**src/rtl/bm_rng_pkg.sv**
```systemverilog
// Shared constants and types for the taus88 uniform random number bank.
package bm_rng_pkg;

    typedef enum logic [1:0] {
        IDLE,
        WARM,
        RUN
    } state_e;

    typedef struct packed {
        logic [31:0] s0;
        logic [31:0] s1;
        logic [31:0] s2;
    } taus_t;

    localparam logic [31:0] MIN0 = 32'd2;
    localparam logic [31:0] MIN1 = 32'd8;
    localparam logic [31:0] MIN2 = 32'd16;

    localparam logic [31:0] SEED_B0 = 32'd2796307;
    localparam logic [31:0] SEED_B1 = 32'd2464179;
    localparam logic [31:0] SEED_B2 = 32'd1406639;

    // Per component: A = feedback shift, B = right shift, C = left shift
    localparam int T0_A = 13;
    localparam int T0_B = 19;
    localparam int T0_C = 12;
    localparam int T1_A = 2;
    localparam int T1_B = 25;
    localparam int T1_C = 4;
    localparam int T2_A = 3;
    localparam int T2_B = 11;
    localparam int T2_C = 17;

    localparam logic [31:0] T0_M = 32'hFFFF_FFFE;
    localparam logic [31:0] T1_M = 32'hFFFF_FFF8;
    localparam logic [31:0] T2_M = 32'hFFFF_FFF0;

    function automatic taus_t seed_default(input int k);
        taus_t s;
        s.s0 = (SEED_B0 + 32'(k)) | MIN0;
        s.s1 = (SEED_B1 + 32'(k)) | MIN1;
        s.s2 = (SEED_B2 + 32'(k)) | MIN2;
        return s;
    endfunction

endpackage

```
**src/rtl/taus88_step.sv**
```systemverilog
// One combinational taus88 step: next state and the raw 32-bit sample.
module taus88_step
    import bm_rng_pkg::*;
(
    input  taus_t       st_i,
    output taus_t       st_o,
    output logic [31:0] smp_o
);

    always_comb begin
        st_o.s0 = ((st_i.s0 & T0_M) << T0_C)
                ^ (((st_i.s0 << T0_A) ^ st_i.s0) >> T0_B);
        st_o.s1 = ((st_i.s1 & T1_M) << T1_C)
                ^ (((st_i.s1 << T1_A) ^ st_i.s1) >> T1_B);
        st_o.s2 = ((st_i.s2 & T2_M) << T2_C)
                ^ (((st_i.s2 << T2_A) ^ st_i.s2) >> T2_B);
    end

    assign smp_o = st_o.s0 ^ st_o.s1 ^ st_o.s2;

endmodule

```
**src/rtl/taus_urng_bank.sv**
```systemverilog
// Bank of lock-stepped taus88 generators with warm-up and a valid/ready output.
module taus_urng_bank
    import bm_rng_pkg::*;
#(
    parameter int NUM_CH = 2,
    parameter int OUT_W  = 16,
    parameter int WARMUP = 16
) (
    input  logic                    clk,
    input  logic                    reset,
    input  logic                    scan_in0,
    input  logic                    scan_en,
    input  logic                    test_mode,
    output logic                    scan_out0,
    input  logic                    gen_en,
    input  logic                    seed_wr,
    input  logic [2:0]              seed_ch,
    input  logic [1:0]              seed_idx,
    input  logic [31:0]             seed_data,
    input  logic                    out_ready,
    output logic                    out_valid,
    output logic [NUM_CH*OUT_W-1:0] out_data,
    output logic                    busy
);

    localparam int CW = 8;

    state_e                    state_q, state_d, act;
    taus_t                     seed_q [NUM_CH];
    taus_t                     nxt    [NUM_CH];
    logic [NUM_CH-1:0][31:0]   smp;
    logic [CW-1:0]             cnt_q, cnt_d;
    logic                      pend_q, pend_d;
    logic                      valid_q, valid_d;
    logic [NUM_CH*OUT_W-1:0]   data_q, data_d;
    logic                      step, seed_ok;
    logic                      dft_unused, smp_unused;

    for (genvar k = 0; k < NUM_CH; k++) begin : g_ch
        taus88_step u_step (
            .st_i  (seed_q[k]),
            .st_o  (nxt[k]),
            .smp_o (smp[k])
        );
    end

    assign seed_ok = seed_wr && (int'(seed_ch) < NUM_CH)
                             && (seed_idx != 2'd3);

    always_comb begin
        state_d = state_q;
        cnt_d   = cnt_q;
        pend_d  = pend_q;
        valid_d = valid_q && !out_ready;
        data_d  = data_q;
        step    = 1'b0;
        act     = state_q;
        // Leaving IDLE does the first cycle of the target state's work
        if (state_q == IDLE && gen_en) begin
            act = (pend_q && cnt_q != '0) ? WARM : RUN;
        end
        unique case (act)
            IDLE: ;
            WARM: begin
                if (!gen_en) begin
                    state_d = IDLE;
                end else begin
                    step    = 1'b1;
                    cnt_d   = cnt_q - CW'(1);
                    state_d = WARM;
                    if (cnt_q == CW'(1)) begin
                        state_d = RUN;
                        pend_d  = 1'b0;
                    end
                end
            end
            RUN: begin
                if (!gen_en) begin
                    state_d = IDLE;
                end else begin
                    state_d = RUN;
                    if (!valid_q || out_ready) begin
                        step    = 1'b1;
                        valid_d = 1'b1;
                        for (int k = 0; k < NUM_CH; k++) begin
                            data_d[k*OUT_W +: OUT_W] = smp[k][31 -: OUT_W];
                        end
                    end
                end
            end
            default: state_d = IDLE;
        endcase
        if (seed_ok) begin
            step    = 1'b0;
            valid_d = 1'b0;
            data_d  = data_q;
            state_d = IDLE;
            pend_d  = 1'b1;
            cnt_d   = CW'(WARMUP);
        end
    end

    always_ff @(posedge clk or posedge reset) begin
        if (reset) begin
            state_q <= IDLE;
            cnt_q   <= CW'(WARMUP);
            pend_q  <= 1'b1;
            valid_q <= 1'b0;
            data_q  <= '0;
        end else begin
            state_q <= state_d;
            cnt_q   <= cnt_d;
            pend_q  <= pend_d;
            valid_q <= valid_d;
            data_q  <= data_d;
        end
    end

    always_ff @(posedge clk or posedge reset) begin
        if (reset) begin
            for (int k = 0; k < NUM_CH; k++) begin
                seed_q[k] <= seed_default(k);
            end
        end else begin
            for (int k = 0; k < NUM_CH; k++) begin
                if (seed_ok && int'(seed_ch) == k) begin
                    unique case (seed_idx)
                        2'd0:    seed_q[k].s0 <= seed_data | MIN0;
                        2'd1:    seed_q[k].s1 <= seed_data | MIN1;
                        2'd2:    seed_q[k].s2 <= seed_data | MIN2;
                        default: ;
                    endcase
                end else if (step) begin
                    seed_q[k] <= nxt[k];
                end
            end
        end
    end

    assign out_valid  = valid_q;
    assign out_data   = data_q;
    assign busy       = (state_q == WARM);
    assign scan_out0  = 1'b0;
    assign dft_unused = scan_in0 ^ scan_en ^ test_mode;
    assign smp_unused = ^smp;

endmodule
```
**config.mk**
```make
export PLATFORM = sky130hd
export DESIGN_NAME = taus_urng_bank
export DESIGN_NICKNAME = d
export VERILOG_FILES = /design/src/rtl/bm_rng_pkg.sv /design/src/rtl/taus88_step.sv /design/src/rtl/taus_urng_bank.sv
export SDC_FILE = /design/constraint.sdc
export NUM_CORES = 1
export LEC_CHECK = 0
export CORE_MARGIN = 2
export CORE_UTILIZATION = 45
export CTS_CLUSTER_SIZE = 20
export DETAILED_ROUTE_END_ITERATION = 16
export PLACE_DENSITY_LB_ADDON = 0.08
export SETUP_SLACK_MARGIN = 0.4
export SLEW_MARGIN = 20
export SYNTH_ARGS = -nofsm -noshare
export SYNTH_HDL_FRONTEND = slang
export SYNTH_SLANG_ARGS = --single-unit
```
**constraint.sdc**
```tcl
create_clock -name clk -period 10.51 [get_ports clk]
set_input_delay 1.5765 -clock clk [delete_from_list [all_inputs] [get_ports clk]]
set_output_delay 1.5765 -clock clk [all_outputs]
set_load 0.02 [all_outputs]
```
==> results by group <==
Run status
  • Outcome: finished clean

Routing
  • DR iter-0 viols: 617
  • DRC: 0
  • Via density: 5.357
  • Routed WL: 30,380 µm
  • WL/cell: 19.86 µm
  • Post-route ant nets: 0
  • Number of iterations in the first detailed-routing pass: 6
  • Vias: 8,196

Global routing
  • Vias in the first global route: 7,918
  • Grt ovf: 0
  • Initial antenna violation count: 0
  • First-pass GRT wire length: 47,220 µm
  • Largest net degree at the start of global routing: 117
  • GRT Overall Usage: 0.2398

Die
  • Chip width: 160.4 µm
  • Die Y: 160.4 µm
  • Core ar.: 24,180 µm²
  • Initial Utilization: 0.4551
  • Rows: 57
  • Total die area: 25,720 µm²
  • Io pins: 80

STA
  • Setup tns final: 0 ns
  • Worst-margin pin slew: 0.8380 ns
  • Max Transition Viols Final: 0
  • Rel. slew slack: 0.4413
  • Final setup fails: 0
  • Final min period: 3.723 ns
  • Fin. Hold Viols: 0
  • Final Cycle Share: 0.3542
  • Highest clock rate: 268.6 MHz
  • Setup Skew: 0.02051 ns
  • RSZ-0062 raised after global routing: no

CTS
  • Post-CTS Setup Repair Bufs: 0
  • Hold buffers post-CTS: 0
  • Number of CTS-inserted buffers: 25
  • H-tree depth: 1
  • CTS Buffer Depth: 3
  • Clk sinks: 220
  • Root Buffer: clkbuf_16
  • Latest clock arrival within the worst-skew pair: 0.54 ns
  • Reg clk slew, reported paths: 0.06 ns
  • Post-cts gate resize count: 0
  • CTS tree: done

Placement
  • Post-DP Area: 11,920 µm²
  • IO Port Bufs: 73
  • GPL Wtd Cong: 0.8339
  • DP HPWL: 21,220 µm

Final layout
  • Ant. Diodes: 0
  • FILL cells: 2,270
  • Fin area: 12,720 µm²
  • Area grow syn2layout: 15.60%
  • Share of cells above drive strength 1: 0.1327
  • Final #Nets: 1,236

Logic synthesis
  • Post-synth EDFFs: 0
  • Fraction of registers with async set/reset: 1.000
  • Compound-gate portion of the synthesized area: 0.1707
  • Mux share of post-synthesis cell area: 0.03628
  • Seq/Total Area, Yosys: 0.5080
  • Ys Warns: 0
  • Yosys reg bits: 220
  • Syn Area/Cell: 9.625 µm²
  • Largest cells by area after synthesis: dfrtp_1 (35%), dfstp_2 (16%), nand2_1 (6.1%)
  • Synth top area share: 0.3480
  • Net count of the mapped netlist: 1,191
  • Main combinational cell family by area after synthesis: compound AO/OA/AOI/OAI gates
  • Xor/xnor share of the synthesized area: 0.1075
  • Yosys top cell by area: dfrtp_1
  • Post-Synth Adder-Cell Area: 0.003412
  • Cells after synthesis: 1,143
  • Ys flop type: dfrtp_1
  • Post-synth cell types: 47
  • Simple-Gate Fraction of Synth Area: 0.1381
  • Post-Syn Area: 11,000 µm²

Power
  • Power density cells: 321.9 nW/µm²
  • Leak: 0.005274 µW
  • Peak supply drop: 130.0 µV

Worst setup path
  • CP Capture Type: flop
  • Critical Path AT: 4.12 ns
  • Critical Path Fanout Max: 32
  • Kind of critical path: in2reg
  • Required @ worst endpoint: 10.91 ns
  • Crit path launch type: primary input

Flow run
  • MaxCap Viol Count: 0

Hold path
  • Worst hold-check path type: reg2reg
[registers in the layout, summed over array words and instances, names as in the netlist]
name and cells:
seed_q 176, out_data 32, cnt_q 8, state_q 2, out_valid 1, pend_q 1
[layer usage]
layer  up-vias  wire length, µm  GRT usage
li1       3970                -          -
met1      3977            15250     0.3747
met2       211            12780     0.3510
met3        38             1661    0.03383
met4         0              686    0.05938
met5         -                0          0
[stage by stage]
step | hold slack (ns) | cells | worst slack, ns | utilization | total power [µW]
after floorplan | 0.4440 | 1143 | 3.023 | - | 2716
after global placement | 0.4516 | 1485 | 6.257 | 0.4930 | 3217
after detailed placement | 0.4563 | 1485 | 6.210 | 0.4930 | 3248
after CTS | 0.4654 | 1530 | 6.752 | 0.5261 | 4124
after global routing | 0.4726 | 1530 | 6.585 | 0.5261 | 4381
final | 0.4637 | 1530 | 6.787 | 0.5261 | 4094
[cells in the final DEF (no fill, tap or decap), types with 3 or more instances in the layout]
master           instances
nand2_1                178
dfrtp_1                153
a21oi_1                131
o21ai_0                115
nor2_1                  92
clkdlybuf4s50_1         73
xor2_1                  70
dfstp_2                 67
xnor2_1                 65
and2_1                  40
o31ai_1                 38
clkbuf_16               25
o21ai_1                 19
mux2_4                  19
buf_4                   14
a31oi_1                 12
nor3_1                   9
mux2i_1                  8
clkbuf_1                 7
o22ai_1                  6
clkbuf_8                 6
o22ai_4                  5
clkinv_2                 5
inv_1                    4
o21a_1                   3
nor2b_1                  3
or2_2                    3
mux2_2                   3
ha_1                     3
[synthesized netlist by cell type (8+ instances only)]
library cell and n:
nor2_1 92, o21ai_1 19, xnor2_1 65, buf_4 11
nand2_1 180, and2_1 40, clkbuf_1 19, o21ai_0 115
mux2i_1 8, a21oi_1 131, buf_2 31, nor3_1 11
xor2_1 70, dfrtp_1 153, dfstp_2 67, a31oi_1 12
o31ai_1 38, mux2_4 19
[report_power, final]
group	leakage [µW]	switching [µW]	internal (µW)
sequential	0.00262	386	1310
clock	0.000398	357	504
combinational	0.00226	796	737
total	0.00527	1540	2560
[logic make-up (layout without fill, tap and decap cells)]
group	after synthesis	count (layout)
AOI/OAI and AO/OA	335	335
DFF	220	220
buffers and inverters	74	137
muxes	30	30
and+or+nand+nor	345	345
adders and majority gates	3	3
xor gates and xnor gates	135	135
other	1	1
[final timing paths]
kind                                         from  cells past startpoint                       end  slack [ns]
max in group asynchronous                   reset                      4   seed_q[158]$_DFFE_PP0P_        6.97
min                        seed_q[39]$_DFFE_PP1P_                      2    seed_q[39]$_DFFE_PP1P_        0.46
min in group asynchronous                   reset                      2      cnt_q[2]$_DFFE_PP0P_        1.61
max                                   seed_idx[0]                      6  out_data[31]$_DFFE_PP0P_        6.79
min reg2reg                seed_q[39]$_DFFE_PP1P_                      2    seed_q[39]$_DFFE_PP1P_        0.46
max reg2reg                  cnt_q[0]$_DFFE_PP0P_                      7  out_data[31]$_DFFE_PP0P_        7.97
[area by class of cell]
class / instances / area [µm²] / share of cell area
clock inverter: 7 / 63.81 / 0.005017
sequential: 220 / 5589 / 0.4395
timing repair buffer: 87 / 835.8 / 0.06572
clock buffer: 38 / 734.5 / 0.05775
inverter: 5 / 26.28 / 0.002066
tap: 324 / 405.4 / 0.03187
multi-input combinational: 849 / 5064 / 0.3981
[worst max-delay path, stage by stage]
cell and delay, ns:
clkdlybuf4s50_1 0.51, and2_1 0.26, o21a_1 0.64, nor4b_4 0.34, buf_4 0.41, mux2_2 0.38
Power figures use the tool's default switching activity.
